$ cat src/rtl/microwave_cook_sched_pkg.sv
`default_nettype none
// ============================================================================
//  Module   : microwave_pkg
//  Purpose  : Shared state codes, preset table and helpers for the microwave
//             cook-cycle controller.
//  Revision : 1.0  initial release
// ============================================================================
package microwave_pkg;

  // Highest magnetron power level the heat datapath accepts
  localparam int MAX_LEVEL = 15;

  // FSM state codes, also exported on state_o
  typedef enum logic [2:0] {
    ST_IDLE  = 3'd0,
    ST_COOK  = 3'd1,
    ST_PAUSE = 3'd2,
    ST_DONE  = 3'd3
  } state_t;

  // Preset table: 01 -> 30 s / p8, 10 -> 60 s / p12, 11 -> 90 s / p15
  localparam logic [7:0] c_preset1_time  = 8'd30;
  localparam logic [7:0] c_preset2_time  = 8'd60;
  localparam logic [7:0] c_preset3_time  = 8'd90;
  localparam logic [3:0] c_preset1_power = 4'd8;
  localparam logic [3:0] c_preset2_power = 4'd12;
  localparam logic [3:0] c_preset3_power = 4'd15;

  function automatic logic [7:0] preset_time(input logic [1:0] sel);
    case (sel)
      2'b01:   return c_preset1_time;
      2'b10:   return c_preset2_time;
      2'b11:   return c_preset3_time;
      default: return 8'd0;
    endcase
  endfunction

  function automatic logic [3:0] preset_power(input logic [1:0] sel);
    case (sel)
      2'b01:   return c_preset1_power;
      2'b10:   return c_preset2_power;
      2'b11:   return c_preset3_power;
      default: return 4'd0;
    endcase
  endfunction

endpackage : microwave_pkg
`default_nettype wire

$ cat src/rtl/microwave_cook_sched_if.sv
`default_nettype none
// ============================================================================
//  Module   : microwave_cook_sched_if
//  Purpose  : Front-panel inputs and heat/lamp/status outputs of the cook
//             controller. The beep line exists only when COOK_BEEP_EN is set.
//  Revision : 1.0  initial release
// ============================================================================
interface microwave_cook_sched_if;
  logic       start;
  logic       door_open;
  logic       up;
  logic       down;
  logic [1:0] preset;
  logic [3:0] heat;
  logic       lamp_door;
  logic [7:0] remaining;
  logic       busy;
  logic       done;
  logic [2:0] state_o;
`ifdef COOK_BEEP_EN
  logic       beep;
`endif

  // Panel / supervisor side
  modport master (
    output start, door_open, up, down, preset,
`ifdef COOK_BEEP_EN
    input  beep,
`endif
    input  heat, lamp_door, remaining, busy, done, state_o
  );

  // Controller side
  modport slave (
    input  start, door_open, up, down, preset,
`ifdef COOK_BEEP_EN
    output beep,
`endif
    output heat, lamp_door, remaining, busy, done, state_o
  );
endinterface : microwave_cook_sched_if
`default_nettype wire

$ cat src/rtl/microwave_cook_sched_prescaler.sv
`default_nettype none
// ============================================================================
//  Module   : mw_sec_prescaler
//  Purpose  : Divides clk down to a one-clock 1 s strobe. The count can be
//             cleared (restart a second) or frozen (enable low).
//  Revision : 1.0  initial release
// ============================================================================
module mw_sec_prescaler #(
  parameter int TICK_DIV = 100
) (
  input  wire logic clk,
  input  wire logic rst,
  input  wire logic clear,
  input  wire logic en,
  output logic      tick
);
  localparam int c_cnt_w = (TICK_DIV > 2) ? $clog2(TICK_DIV) : 1;
  localparam logic [c_cnt_w-1:0] c_last = c_cnt_w'(TICK_DIV - 1);

  logic [c_cnt_w-1:0] r_cnt;

  // Strobe on the last count of each second while counting is enabled
  assign tick = en & (r_cnt == c_last);

  // Count 0..TICK_DIV-1 while enabled; clear takes priority over counting
  always_ff @(posedge clk) begin
    if (rst || clear) begin
      r_cnt <= '0;
    end else if (en) begin
      r_cnt <= (r_cnt == c_last) ? '0 : r_cnt + c_cnt_w'(1);
    end
  end
endmodule : mw_sec_prescaler
`default_nettype wire

$ cat src/rtl/microwave_cook_sched.sv
`default_nettype none
// ============================================================================
//  Module   : microwave_cook_sched
//  Purpose  : Cook-cycle controller: panel edge detection, set time / power,
//             cook FSM (IDLE/COOK/PAUSE/DONE) and registered heat, lamp and
//             status outputs. Optional done-beep with macro COOK_BEEP_EN.
//  Revision : 1.0  initial release
// ============================================================================
module microwave_cook_sched
  import microwave_pkg::*;
#(
  parameter int TICK_DIV  = 100,
  parameter int TIME_STEP = 10,
  parameter int MAX_TIME  = 240,
  parameter int DEF_POWER = 10
`ifdef COOK_BEEP_EN
  , parameter int BEEP_SECS = 3
`endif
) (
  input wire logic              clk,
  input wire logic              reset,
  microwave_cook_sched_if.slave bus
);
  localparam logic [3:0] c_def_power =
    (DEF_POWER > MAX_LEVEL) ? 4'(MAX_LEVEL) : 4'(DEF_POWER);

  // Add one step, saturating at MAX_TIME
  function automatic logic [7:0] f_add_step(input logic [7:0] v);
    logic [8:0] s;
    s = {1'b0, v} + 9'(TIME_STEP);
    return (s > 9'(MAX_TIME)) ? 8'(MAX_TIME) : s[7:0];
  endfunction

  // Remove one step, saturating at zero
  function automatic logic [7:0] f_sub_step(input logic [7:0] v);
    return (v < 8'(TIME_STEP)) ? 8'd0 : v - 8'(TIME_STEP);
  endfunction

  state_t     r_state, w_state_nxt;
  logic [7:0] r_remaining, w_remaining_nxt, w_rem_dec;
  logic [3:0] r_power, w_power_nxt;
  logic       r_start_q, r_up_q, r_down_q;
  logic       w_start_edge, w_up_edge, w_down_edge;
  logic       w_ps_clear, w_ps_en, w_tick;
  logic [3:0] r_heat, w_heat_nxt;
  logic       r_lamp, w_lamp_nxt;
  logic       r_busy, w_busy_nxt;
  logic       r_done, w_done_nxt;
`ifdef COOK_BEEP_EN
  localparam int c_beep_w = (BEEP_SECS > 1) ? $clog2(BEEP_SECS + 1) : 1;
  logic                r_door_q, w_door_edge;
  logic [c_beep_w-1:0] r_beep_cnt;
  logic                r_beep, w_beep_nxt;
`endif

  assign w_start_edge = bus.start & ~r_start_q;
  assign w_up_edge    = bus.up    & ~r_up_q;
  assign w_down_edge  = bus.down  & ~r_down_q;

  // Edge-detect history; reset loads live inputs so no edge appears at release
  always_ff @(posedge clk) begin
    r_start_q <= bus.start;
    r_up_q    <= bus.up;
    r_down_q  <= bus.down;
  end

`ifdef COOK_BEEP_EN
  assign w_door_edge = bus.door_open & ~r_door_q;

  // Door history for ending the beep early
  always_ff @(posedge clk) begin
    r_door_q <= bus.door_open;
  end

  // Counts elapsed seconds spent in DONE
  always_ff @(posedge clk) begin
    if (reset || w_state_nxt != ST_DONE) begin
      r_beep_cnt <= '0;
    end else if (r_state == ST_DONE && w_tick) begin
      r_beep_cnt <= r_beep_cnt + c_beep_w'(1);
    end
  end

  // Prescaler also times the beep while in DONE
  assign w_ps_en = ((r_state == ST_COOK) & ~bus.door_open) | (r_state == ST_DONE);
`else
  // Prescaler runs only while cooking with the door shut
  assign w_ps_en = (r_state == ST_COOK) & ~bus.door_open;
`endif

  mw_sec_prescaler #(
    .TICK_DIV (TICK_DIV)
  ) u_prescaler (
    .clk   (clk),
    .rst   (reset),
    .clear (w_ps_clear),
    .en    (w_ps_en),
    .tick  (w_tick)
  );

  assign w_rem_dec = w_tick ? r_remaining - 8'd1 : r_remaining;

  // State register together with the set time and power it owns
  always_ff @(posedge clk) begin
    if (reset) begin
      r_state     <= ST_IDLE;
      r_remaining <= 8'd0;
      r_power     <= 4'd0;
    end else begin
      r_state     <= w_state_nxt;
      r_remaining <= w_remaining_nxt;
      r_power     <= w_power_nxt;
    end
  end

  // Next-state decode plus time/power updates for each state
  always_comb begin
    w_state_nxt     = r_state;
    w_remaining_nxt = r_remaining;
    w_power_nxt     = r_power;
    w_ps_clear      = 1'b0;
    case (r_state)
      ST_IDLE: begin
        // A valid start wins over same-cycle time edits
        if (w_start_edge && !bus.door_open && r_remaining != 8'd0) begin
          w_state_nxt = ST_COOK;
          w_ps_clear  = 1'b1;
        end else if (bus.preset != 2'b00) begin
          w_remaining_nxt = preset_time(bus.preset);
          w_power_nxt     = preset_power(bus.preset);
        end else if (w_up_edge && !w_down_edge) begin
          w_remaining_nxt = f_add_step(r_remaining);
          w_power_nxt     = c_def_power;
        end else if (w_down_edge && !w_up_edge) begin
          w_remaining_nxt = f_sub_step(r_remaining);
        end
      end
      ST_COOK: begin
        // Open door freezes everything (prescaler is disabled, so no tick)
        if (bus.door_open) begin
          w_state_nxt = ST_PAUSE;
        end else if (w_tick && r_remaining == 8'd1 && !w_up_edge) begin
          w_state_nxt     = ST_DONE;
          w_remaining_nxt = 8'd0;
          w_power_nxt     = 4'd0;
          w_ps_clear      = 1'b1;
        end else begin
          w_remaining_nxt = w_up_edge ? f_add_step(w_rem_dec) : w_rem_dec;
        end
      end
      ST_PAUSE: begin
        if (w_down_edge) begin
          w_state_nxt     = ST_IDLE;
          w_remaining_nxt = 8'd0;
          w_power_nxt     = 4'd0;
        end else if (w_start_edge && !bus.door_open) begin
          w_state_nxt = ST_COOK;
        end
      end
      ST_DONE: begin
`ifdef COOK_BEEP_EN
        if (w_start_edge || w_door_edge ||
            (w_tick && r_beep_cnt == c_beep_w'(BEEP_SECS - 1))) begin
          w_state_nxt = ST_IDLE;
        end
`else
        w_state_nxt = ST_IDLE;
`endif
      end
      default: begin
        w_state_nxt     = ST_IDLE;
        w_remaining_nxt = 8'd0;
        w_power_nxt     = 4'd0;
      end
    endcase
  end

  // Output decode from the upcoming state so registered outputs track it
  always_comb begin
    w_heat_nxt = (w_state_nxt == ST_COOK) ? w_power_nxt : 4'd0;
    w_lamp_nxt = bus.door_open | (w_state_nxt == ST_COOK);
    w_busy_nxt = (w_state_nxt == ST_COOK) | (w_state_nxt == ST_PAUSE);
    w_done_nxt = (w_state_nxt == ST_DONE) & (r_state != ST_DONE);
`ifdef COOK_BEEP_EN
    w_beep_nxt = (w_state_nxt == ST_DONE);
`endif
  end

  // Output registers; lamp follows the door even while in reset
  always_ff @(posedge clk) begin
    if (reset) begin
      r_heat <= 4'd0;
      r_lamp <= bus.door_open;
      r_busy <= 1'b0;
      r_done <= 1'b0;
`ifdef COOK_BEEP_EN
      r_beep <= 1'b0;
`endif
    end else begin
      r_heat <= w_heat_nxt;
      r_lamp <= w_lamp_nxt;
      r_busy <= w_busy_nxt;
      r_done <= w_done_nxt;
`ifdef COOK_BEEP_EN
      r_beep <= w_beep_nxt;
`endif
    end
  end

  assign bus.heat      = r_heat;
  assign bus.lamp_door = r_lamp;
  assign bus.remaining = r_remaining;
  assign bus.busy      = r_busy;
  assign bus.done      = r_done;
  assign bus.state_o   = r_state;
`ifdef COOK_BEEP_EN
  assign bus.beep      = r_beep;
`endif

endmodule : microwave_cook_sched
`default_nettype wire

$ cat src/flat_wrapper.sv
// flat-port wrapper written by rule: the top's interface ports become plain ports
module microwave_cook_sched_flat import microwave_pkg::*;
#(
  parameter int TICK_DIV  = 100,
  parameter int TIME_STEP = 10,
  parameter int MAX_TIME  = 240,
  parameter int DEF_POWER = 10

)
  (clk, reset, bus_start, bus_door_open, bus_up, bus_down, bus_preset, bus_heat, bus_lamp_door, bus_remaining, bus_busy, bus_done, bus_state_o);
  microwave_cook_sched_if bus_i ();
  input wire logic clk;
  input wire logic reset;
  input wire logic [$bits(bus_i.start)-1:0] bus_start;
  input wire logic [$bits(bus_i.door_open)-1:0] bus_door_open;
  input wire logic [$bits(bus_i.up)-1:0] bus_up;
  input wire logic [$bits(bus_i.down)-1:0] bus_down;
  input wire logic [$bits(bus_i.preset)-1:0] bus_preset;
  output wire logic [$bits(bus_i.heat)-1:0] bus_heat;
  output wire logic [$bits(bus_i.lamp_door)-1:0] bus_lamp_door;
  output wire logic [$bits(bus_i.remaining)-1:0] bus_remaining;
  output wire logic [$bits(bus_i.busy)-1:0] bus_busy;
  output wire logic [$bits(bus_i.done)-1:0] bus_done;
  output wire logic [$bits(bus_i.state_o)-1:0] bus_state_o;
  assign bus_i.start = bus_start;
  assign bus_i.door_open = bus_door_open;
  assign bus_i.up = bus_up;
  assign bus_i.down = bus_down;
  assign bus_i.preset = bus_preset;
  assign bus_heat = bus_i.heat;
  assign bus_lamp_door = bus_i.lamp_door;
  assign bus_remaining = bus_i.remaining;
  assign bus_busy = bus_i.busy;
  assign bus_done = bus_i.done;
  assign bus_state_o = bus_i.state_o;
  microwave_cook_sched #(.TICK_DIV(TICK_DIV), .TIME_STEP(TIME_STEP), .MAX_TIME(MAX_TIME), .DEF_POWER(DEF_POWER)) u_core (.clk(clk), .reset(reset), .bus(bus_i));
endmodule
$ cat config.mk
export PLATFORM = sky130hd
export DESIGN_NAME = microwave_cook_sched_flat
export DESIGN_NICKNAME = d
export VERILOG_FILES = /design/src/rtl/microwave_cook_sched_pkg.sv /design/src/rtl/microwave_cook_sched_if.sv /design/src/rtl/microwave_cook_sched_prescaler.sv /design/src/rtl/microwave_cook_sched.sv /design/src/flat_wrapper.sv
export SDC_FILE = /design/constraint.sdc
export NUM_CORES = 1
export LEC_CHECK = 0
export ABC_AREA = 1
export CORE_MARGIN = 2
export CORE_UTILIZATION = 52
export DETAILED_ROUTE_END_ITERATION = 12
export GPL_TIMING_DRIVEN = 1
export PLACE_DENSITY_LB_ADDON = 0.3
export RECOVER_POWER = 25
export SLEW_MARGIN = 0
export SYNTH_ARGS = -nofsm -noshare
export SYNTH_HDL_FRONTEND = slang
export SYNTH_SLANG_ARGS = --single-unit
$ cat constraint.sdc
create_clock -name clk -period 2.4 [get_ports clk]
set_input_delay 0.48 -clock clk [delete_from_list [all_inputs] [get_ports clk]]
set_output_delay 0.48 -clock clk [all_outputs]
set_load 0.02 [all_outputs]
==> impl_metrics.toml <==
[timing]
max_freq_ghz = 0.4194
post-route-period-util = 0.9935
slew_headroom = 0.6224
hold_viol = 0
worst_pin_slew_ns = 0.5592
finClkSkew_ns = 0.009240
tns_ns = 0
setup_viol = 0
final_max_slew_viol_count = 0
rsz0062_at_grt = "true"
layout_min_cycle_time_ns = 2.384

[worst_setup_path]
regToRegStartpoint = "u_core.bus.remaining[0]"
reg2reg_slack_ns = 0.02
arrival_ns = 2.56
r2r_cells = 20
start_kind = "register"
crit_type = "register to register"
cp-endpoint = "u_core.bus.remaining[1]"
cp-startpoint = "u_core.bus.remaining[0]"
end_kind = "register"
crit_required_ns = 2.58
timing.rr.end = "u_core.bus.remaining[1]"
crit_fanout = 4

[logic_synthesis]
synthFlopType = "dfxtp_1"
syn-cell-area_um2 = 2501
syn_nets = 402
yosysUniqueCellTypes = 47
ys_async_sr_fraction = 0
synth_edf_count = 0
seq_area_frac_synth = 0.2561
avgSynthCellArea_um2 = 6.617
postSynthCellCount = 378
yosysTopAreaCell = "dfxtp_1"
yosysWarnings = 0
synthTopCellsByArea = "dfxtp_1, nand2_1, ha_1"
synth_top_area_share = 0.2561
ys_seq_elements = 32

[power]
power_switching_mw = 0.5098
powerDensity_nw_per_um2 = 419.0
seqPwrFrac = 0.387
p_int_mw = 0.9581
p_sw_frac = 0.3473
pwr-share-clk = 0.288
irDropWorstVdd_v = 0.0003346
p_comb_frac = 0.325
p_leak_nw = 1.626

[placed_design]
hpwl_um = 5174
dp.cells = 500
place_area_um2 = 3163
gp_congestion = 0.9585
port-buffer-count = 25

[clocking]
clock_sinks = 32
path_clk_slew_ns = 0.07
root_buffer = "clkbuf_8"
cts_tree = "built"
postCtsHoldBufs = 0
cts_buffers = 5
clk_latency_ns = 0.30
cts-htree-levels = 2
clockBufferDepth = 2

[layout]
diodes = 0
layout.nets = 486
multiInputGateArea_um2 = 1779
areaGrowthSynthToFinish_pct = 40.07
final-seq-area_um2 = 650.6
stdcell_count = 517
fin_area_um2 = 3503
fillers = 343
drive_above_1_share = 0.3132

[global_routing]
met1_usage = 0.3501
track_usage = 0.2798
grt_pass1_wl_um = 11680
use_met3 = 0.05213
antenna_found_initial = 0
use_met2 = 0.4765
grt_max_degree = 16
grt_pass1_vias = 2619
grt_overflow = 0
grt.busiest_layer = "met2"

[worst_hold_path]
hp-class = "register to register"

[die]
die_area_um2 = 5381
die_w_um = 73.36
core_area_um2 = 4692
ios = 26
fp.dieH_um = 73.36
rows = 25
initial_utilization = 0.5331

[route]
firstDrtPassIters = 4
num_vias = 2802
drc = 0
routedWlPerCell_um = 14.33
via_per_inst = 5.420
drt_iter0_markers = 471
drt_wl_total_um = 7410
postRouteAntennaNets = 0

[outcome]
status = "finished, final reports clean"

[flow_run]
cap_viol_max_count = 0
==> cell usage in the layout, fill, tap and decap left out, types with 2 or more instances in the layout <==
master,count
nand4_1,4
nor2_2,2
nand3b_1,2
inv_1,43
nand2_1,71
clkdlybuf4s50_1,15
nor2_4,6
dfxtp_2,8
nor3_1,8
clkbuf_8,5
nand2_4,6
nand3_2,5
inv_2,10
or2_2,2
o211ai_1,3
dfxtp_1,24
nand3_1,13
dlygate4sd3_1,9
o31ai_1,2
buf_4,58
a21oi_2,5
o21ai_1,4
nand2_2,20
a211oi_1,2
a21oi_1,25
ha_1,11
xnor2_1,3
xor2_1,7
o311ai_0,2
ha_4,5
o21ai_0,13
nor2_1,45
==> state kept, by name, summed over array words and instances, names as in the netlist <==
name	flops
u_core.bus.busy	1
u_core.bus.done	1
u_core.bus.heat	4
u_core.bus.lamp_door	1
u_core.bus.remaining	8
u_core.bus.state_o	3
u_core.r_down_q	1
u_core.r_power	4
u_core.r_start_q	1
u_core.r_up_q	1
u_core.u_prescaler.r_cnt	7
==> Yosys cell counts (2+ instances only) <==
cell,n
clkbuf_2,2
xor2_1,8
or2_2,2
nand3_1,17
ha_1,16
dfxtp_1,32
nand2_2,9
nand3b_1,2
xnor2_1,4
clkbuf_1,2
a211oi_1,2
nand4_1,4
nor2_4,4
nor2_1,47
nand2_1,85
o21ai_0,14
inv_1,45
nor3_1,9
o31ai_1,2
nor2_2,2
inv_2,9
a21oi_1,26
o211ai_1,3
a21oi_2,4
o311ai_0,2
o21ai_1,3
nand2_4,3
==> area by class of cell <==
cell class / count / area share
flip-flops and latches: 32 / 0.1857
multi-input cells: 284 / 0.5079
well taps: 54 / 0.01929
inverters: 55 / 0.06321
clock buffers: 6 / 0.02071
repair buffers: 84 / 0.1986
clock inverters: 2 / 0.004643
==> critical path, cell delays in order (launching register included) <==
cell and delay [ns]:
dfxtp_2 0.33, inv_1 0.10, ha_4 0.18, xnor2_2 0.16
nand3_2 0.09, nand2_2 0.09, inv_2 0.05, ha_4 0.15
nand3b_1 0.18, nand2_1 0.11, inv_1 0.04, nand2_1 0.05
nand3_1 0.06, nor2_1 0.13, nand3_2 0.11, nand2_2 0.10
nand2_4 0.07, nand2_2 0.06, nand2_2 0.06, nand2_2 0.10
a21oi_2 0.05
==> routing by layer <==
metal | wire (µm) | share of wire
met5 | 0 | 0
met4 | 259 | 0.035
met3 | 403 | 0.054
met2 | 3688 | 0.50
met1 | 3058 | 0.41
==> power by group through the flow <==
stage                     logic [mW]  registers, mW  clock network [mW]
after floorplan                0.244          0.590                   0
after global placement         0.420          0.576                   0
after detailed placement       0.425          0.577                   0
after CTS                      0.436          0.565               0.428
after global routing           0.523          0.569               0.441
final                          0.477          0.568               0.423
==> through the flow <==
stage	power (mW)	setup WS (ns)	hold slack [ns]	utilization
after floorplan	0.8336	0.01436	0.4565	-
after global placement	0.9960	-0.3066	0.4800	0.6741
after detailed placement	1.002	-0.3828	0.4902	0.6741
after CTS	1.429	0.01087	0.5285	0.7117
after global routing	1.534	-0.1037	0.5451	0.7467
final	1.468	0.01554	0.5320	0.7467
==> worst min-delay path by stage <==
stage                           startpoint  cells past startpoint  slack (ns)                          end
6_report                 u_core.r_power[1]                      2        0.53            u_core.r_power[1]
3_5_place_dp   u_core.u_prescaler.r_cnt[1]                      2        0.49  u_core.u_prescaler.r_cnt[1]
3_3_place_gp   u_core.u_prescaler.r_cnt[1]                      2        0.48  u_core.u_prescaler.r_cnt[1]
4_1_cts                  u_core.r_power[1]                      2        0.53            u_core.r_power[1]
5_1_grt                  u_core.r_power[3]                      2        0.55            u_core.r_power[3]
2_1_floorplan  u_core.u_prescaler.r_cnt[1]                      2        0.46  u_core.u_prescaler.r_cnt[1]
==> cell families after synthesis <==
family	after synthesis	synth area share
fa+ha+maj	16	0.08004
buf+inv	62	0.1010
flops	32	0.2561
compound gates	63	0.1516
xor+xnor	12	0.04202
other cells	1	0.001499
simple gates	192	0.3677
==> timing repair <==
action,in CTS,in global routing
pin swaps,12,22
setup endpoints to repair,4,15
buffers inserted,6,3
resized for setup,16,35
Note: power is estimated with default switching activity, not from simulation.
